--- src/rtl/down_counter_bla.sv ---
// rtl/down_counter_bla.sv - 16-bit loadable down counter with IDLE/RUN/DONE control
//
// Purpose:
//   Counts a loaded value down to zero, one step per enabled cycle, and
//   flags the zero cycle with a one-cycle done. The decrement is built from
//   four 4-bit borrow-lookahead slices; no subtract operator is used.
//
// Configuration macro:
//   DOWN_COUNTER_AUTO_RELOAD_EN  when defined, DONE reloads the captured
//                                start value and counting repeats until
//                                abort or rst. When undefined, DONE returns
//                                to IDLE.
//
// Ports:
//   clk         in   1   sole clock, rising edge
//   rst         in   1   synchronous active-high reset
//   load_valid  in   1   load request, taken when load_ready is high
//   load_val    in  16   start value captured on an accepted load
//   load_ready  out  1   high only in IDLE
//   enable      in   1   decrement qualifier in RUN
//   abort       in   1   cancels RUN/DONE, returns to IDLE holding count
//   count       out 16   registered current count
//   busy        out  1   high in RUN and DONE
//   done        out  1   high exactly while in DONE
//   zero        out  1   combinational count == 0

module down_counter_bla (
   input  logic        clk,
   input  logic        rst,
   input  logic        load_valid,
   input  logic [15:0] load_val,
   output logic        load_ready,
   input  logic        enable,
   input  logic        abort,
   output logic [15:0] count,
   output logic        busy,
   output logic        done,
   output logic        zero
);

   typedef enum logic [1:0] {
      IDLE = 2'd0,
      RUN  = 2'd1,
      DONE = 2'd2
   } state_t;

   state_t      state_q;
   logic [15:0] count_q;
   logic [15:0] count_d;

`ifdef DOWN_COUNTER_AUTO_RELOAD_EN
   // The start value is only needed again when DONE reloads it.
   logic [15:0] reload_q;
`endif

   // One 4-bit slice: a bit flips when the slice borrow-in is set and every
   // lower bit of the slice is zero.
   function automatic logic [3:0] dec_slice(input logic [3:0] c, input logic bin);
      logic [3:0] r;
      r[0] = c[0] ^ bin;
      r[1] = c[1] ^ (bin & ~c[0]);
      r[2] = c[2] ^ (bin & ~c[1] & ~c[0]);
      r[3] = c[3] ^ (bin & ~c[2] & ~c[1] & ~c[0]);
      return r;
   endfunction

   logic slice0_zero;
   logic slice1_zero;
   logic slice2_zero;
   logic borrow1;
   logic borrow2;
   logic borrow3;

   assign slice0_zero = ~|count_q[3:0];
   assign slice1_zero = ~|count_q[7:4];
   assign slice2_zero = ~|count_q[11:8];

   // Lookahead: a slice borrows when every lower slice is all zeros.
   assign borrow1 = slice0_zero;
   assign borrow2 = slice0_zero & slice1_zero;
   assign borrow3 = slice0_zero & slice1_zero & slice2_zero;

   assign count_d = {dec_slice(count_q[15:12], borrow3),
                     dec_slice(count_q[11:8],  borrow2),
                     dec_slice(count_q[7:4],   borrow1),
                     dec_slice(count_q[3:0],   1'b1)};

   always_ff @(posedge clk) begin
      if (rst) begin
         state_q  <= IDLE;
         count_q  <= 16'h0000;
`ifdef DOWN_COUNTER_AUTO_RELOAD_EN
         reload_q <= 16'h0000;
`endif
      end else begin
         unique case (state_q)
            IDLE: begin
               // abort is meaningless here; a concurrent load still wins.
               if (load_valid) begin
                  count_q  <= load_val;
`ifdef DOWN_COUNTER_AUTO_RELOAD_EN
                  reload_q <= load_val;
`endif
                  state_q  <= (load_val != 16'h0000) ? RUN : DONE;
               end
            end
            RUN: begin
               if (abort) begin
                  state_q <= IDLE;
               end else if (enable && (count_q != 16'h0000)) begin
                  count_q <= count_d;
                  if (count_q == 16'h0001) begin
                     state_q <= DONE;
                  end
               end
            end
            DONE: begin
               if (abort) begin
                  state_q <= IDLE;
               end else begin
`ifdef DOWN_COUNTER_AUTO_RELOAD_EN
                  // A zero reload parks in DONE with done held high.
                  if (reload_q != 16'h0000) begin
                     state_q <= RUN;
                     count_q <= reload_q;
                  end
`else
                  state_q <= IDLE;
`endif
               end
            end
            default: state_q <= IDLE;
         endcase
      end
   end

   assign count      = count_q;
   assign done       = (state_q == DONE);
   assign busy       = (state_q != IDLE);
   assign load_ready = (state_q == IDLE);
   assign zero       = (count_q == 16'h0000);

endmodule

--- config.mk ---
export PLATFORM = sky130hd
export DESIGN_NAME = down_counter_bla
export DESIGN_NICKNAME = d
export VERILOG_FILES = /design/src/rtl/down_counter_bla.sv
export SDC_FILE = /design/constraint.sdc
export NUM_CORES = 1
export LEC_CHECK = 0
export CAP_MARGIN = 5
export CORE_UTILIZATION = 49
export CTS_CLUSTER_SIZE = 25
export DETAILED_ROUTE_END_ITERATION = 8
export PLACE_DENSITY = 0.85
export REMOVE_ABC_BUFFERS = 1
export SYNTH_ARGS = -nofsm -noshare
export SYNTH_HDL_FRONTEND = slang
export SYNTH_SLANG_ARGS = --single-unit
--- constraint.sdc ---
create_clock -name clk -period 5 [get_ports clk]
set_clock_uncertainty 0.1 [all_clocks]
set_input_delay 1 -clock clk [delete_from_list [all_inputs] [get_ports clk]]
set_output_delay 1 -clock clk [all_outputs]
set_load 0.02 [all_outputs]
Yosys cells after proc, flatten, opt, wreduce, memory -nomap -nowiden
Index checks and enable logic that the tools add are counted.

Word-level logic and storage cells: 85. Input port bits: 21. Flip-flop bits (word level): 18.

Bitwise gates (word level): 50. Mux-type cells: 10. Eq/ne operators: 8. Reduce and logical (&&, ||, !) cells: 15.

Operator list (number): $mux 16 (3); $pmux 16 s2 (1); $reduce_bool 16->1 (2); $and 1x1->1 (23); $eq 16x1->1 const B (1); $logic_not 16->1 (1); $xor 1x1->1 (15); $not 1->1 (12); $reduce_or 4->1 (3); $mux 2 (5); $ne 2x2->1 const B (3); $ne 3x3->1 const B (2); $pmux 2 s2 (1); $reduce_and 4->1 (1); $reduce_bool 2->1 (2); $logic_not 1->1 (3); $reduce_and 3->1 (1); $eq 2x1->1 const B (1); $eq 2x2->1 const B (1); $logic_not 2->1 (1); $logic_and 1x1->1 (1).

Logic depth before layout (Yosys ltp)
Depth in word-level cells: 11. Depth in mapped cells: 10. Depth with buffers taken out: 9.

Worst setup path after synthesis
No wires, ideal clock.

Path kind: register to output. Start point: register count_q[0] (netlist: count[0]). End point: output zero. Cell stages (with the launch flop): 7. Path buffers: 1. Arrival time: 1.827 ns. Slack: 2.073 ns. Cells stage by stage: dfxtp_1 -> inv_1 -> ha_1 -> or3b_1 -> buf_2 -> or4_4 -> inv_1.

Word-level cells in the longest chain between the ends: 1.

RTL lines: start, declared (line 48) `logic [15:0] count_q;`; start signal, assigned (line 100) `count_q <= load_val;`; start signal, assigned (line 111) `count_q <= count_d;`; $logic_not 16->1 (line 141) `assign zero = (count_q == 16'h0000);`; end, declared (line 38) `output logic zero`.

No other way between the ends.

Worst setup path in the final report
Same ends and word-level chain as after synthesis.

==> results.cfg <==
[global_routing]
gr-total-overflow = 0
grt.total_usage = 0.2618
grt_max_degree = 29
first_global_vias = 1241
grt_pass1_wl_mm = 5.423
antenna_found_initial = 0

[sta]
slew_headroom = 0.2301
hold_viol_final = 0
min_period_ns = 3.711
rsz0062_at_grt = no
hold_slack_ns = 0.4017
tns_ns = 0
slew_violations = 0
fin_crit_sh = 0.7422
worst_slew_pin_slew_ns = 1.152
timing.final.ws_setup_ns = 1.289
fmax_ghz = 0.2695
setup_violations = 0

[placed_design]
portBuffers = 40
post-place-ws_ns = 1.621
gp_congestion = 0.7856
dp_cells = 218
dpl.hpwl_mm = 2.322

[synth]
synth_area_um2 = 1244
yosys_warnings = 0
netlist_instances = 160
synth_edf_count = 0
synth_area_leaders = dfxtp_1, nand2_1, nor2_1
async_reset_ff_frac = 0
synth_top_area_share = 0.2897
synth-seq-cells = 18
synth.avg_cell_area_um2 = 7.773
synthFlopType = dfxtp_1
yosysSeqAreaShare = 0.2897
yosys.area.top_type = dfxtp_1
ys_types = 38

[cells_and_area]
multi_input_area_um2 = 795.8
drive_gt1_frac = 0.1088
regArea_um2 = 360.3
finalNonFillerCells = 221
utilization = 0.7157
area_delta_synth_final_pct = 32.19
nFillCells = 189
diodes = 0
nets = 221

[worst_setup_path]
path_cells = inv_1 > ha_1 > or3b_1 > or4_4 > inv_1 > clkdlybuf4s50_1
path_buf_inv = 3
critPathSlowestCell = or4_4
cpLargestDelayFamily = simple AND/OR/NAND/NOR gates
start_kind = flop
cpMostUsedCell = inv_1
crit_path_max_fanout = 5
crit_path_end_kind = output port
cp.arrival_ns = 2.61
critPathKind = flop to output port
cp.required_ns = 3.90
slowest_delay_ns = 0.59

[pwr]
power.density_nw_per_um2 = 263.6
p_leak_nw = 0.6066
ir_drop_mv = 0.2060

[detailed_routing]
vias = 1307
wl_per_cell_um = 15.01
final_antenna_net_count = 0
vias_per_cell = 5.914
totalWireLength_mm = 3.317
drcViolationCount = 0
dr.pass1.iters = 4
dr.first_iter.drc_count = 47

[min_path]
hold_class = flop to flop

[clock_tree]
clkLatencyLatePin_ns = 0.29
clk_pin_slew_ns = 0.11
cts-root-buf = clkbuf_4
cts.path.max_buffers = 2
numCtsBuffers = 3
ctsHoldBuffers = 0
post-cts-setup-buffers = 0
clock_sinks = 18
post_cts_resized = 0
cts_tree = done
htree_num_levels = 1

[floorplanning]
fp.dieW_um = 52.38
io-pin-count = 41
num_rows = 17
start_util = 0.5414
die_h_um = 52.38
coreArea_um2 = 2297
fp.dieArea_um2 = 2744

[outcome]
outcome = completed

[flow_run]
cap_violations = 0
[path summary, 6_finish.rpt]
kind	to	slack [ns]	depth (start not counted)	startpoint
min	count[7]	0.40	2	count[7]
max	zero	1.29	6	count[0]
min reg2reg	count[7]	0.40	2	count[7]
max reg2reg	count[8]	2.04	7	count[0]
[placed cells by master (no fill, tap or decap), types with 6 or more instances in the layout]
master,count
a211oi_1,6
a21oi_1,11
a21oi_2,7
clkdlybuf4s50_1,40
dfxtp_1,18
inv_1,8
nand2_1,19
nor2_1,17
nor4_1,6
[metrics by stage]
stage / instance area (µm²) / total power, mW
floorplan: 1186 / 0.2850
global placement: 1622 / 0.3534
detailed placement: 1622 / 0.3583
CTS: 1644 / 0.4321
global route: 1644 / 0.4594
finish: 1644 / 0.4334
[registers in the layout (all words and copies together), names as in the netlist]
signal   count
state_q      2
count       16
[routing by layer]
| metal | track usage | up-vias | wire length, µm |
|---|---|---|---|
| met5 | 0 | - | 0 |
| met4 | 0.1184 | 0 | 29 |
| met3 | 0.03188 | 4 | 196 |
| met2 | 0.4262 | 54 | 1577 |
| met1 | 0.3409 | 597 | 1513 |
| li1 | - | 652 | - |
[cell families (layout without fill, tap and decap cells)]
logic type | Yosys count | in the layout | synth area share
compound gates | 45 | 45 | 0.2646
buf+inv | 18 | 51 | 0.07042
mux | 3 | 3 | 0.02616
fa+ha+maj | 5 | 5 | 0.05030
simple gates | 71 | 71 | 0.2988
flops | 18 | 18 | 0.2897
[worst register-to-register path, cell delays in order (launching register included)]
cell and delay (ns):
dfxtp_1 0.36, inv_1 0.09, ha_1 0.18, or3b_1 0.44
or4_4 0.59, a32oi_4 0.72, a211oi_1 0.12, a211oi_1 0.26
[synthesized netlist by cell type (all sizes together), types with 4 or more instances]
master	number
nand2	19
nand3	5
nor2	17
or4	4
dfxtp	18
nor4	6
a211oi	6
nand2b	5
inv	8
o21ai	11
a21oi	18
clkbuf	7
ha	5
[area by class of cell]
cell class                 instances  share of cell area
multi-input combinational        124              0.4840
sequential                        18              0.2192
tap                               28             0.02131
clock buffer                       3             0.01370
inverter                           8             0.01826
timing repair buffer              40              0.2435
[power breakdown]
group / internal (mW) / switching (mW)
clock: 0.0280 / 0.0477
sequential: 0.156 / 0.0149
combinational: 0.0849 / 0.101
(Power assumes the default switching activity.)
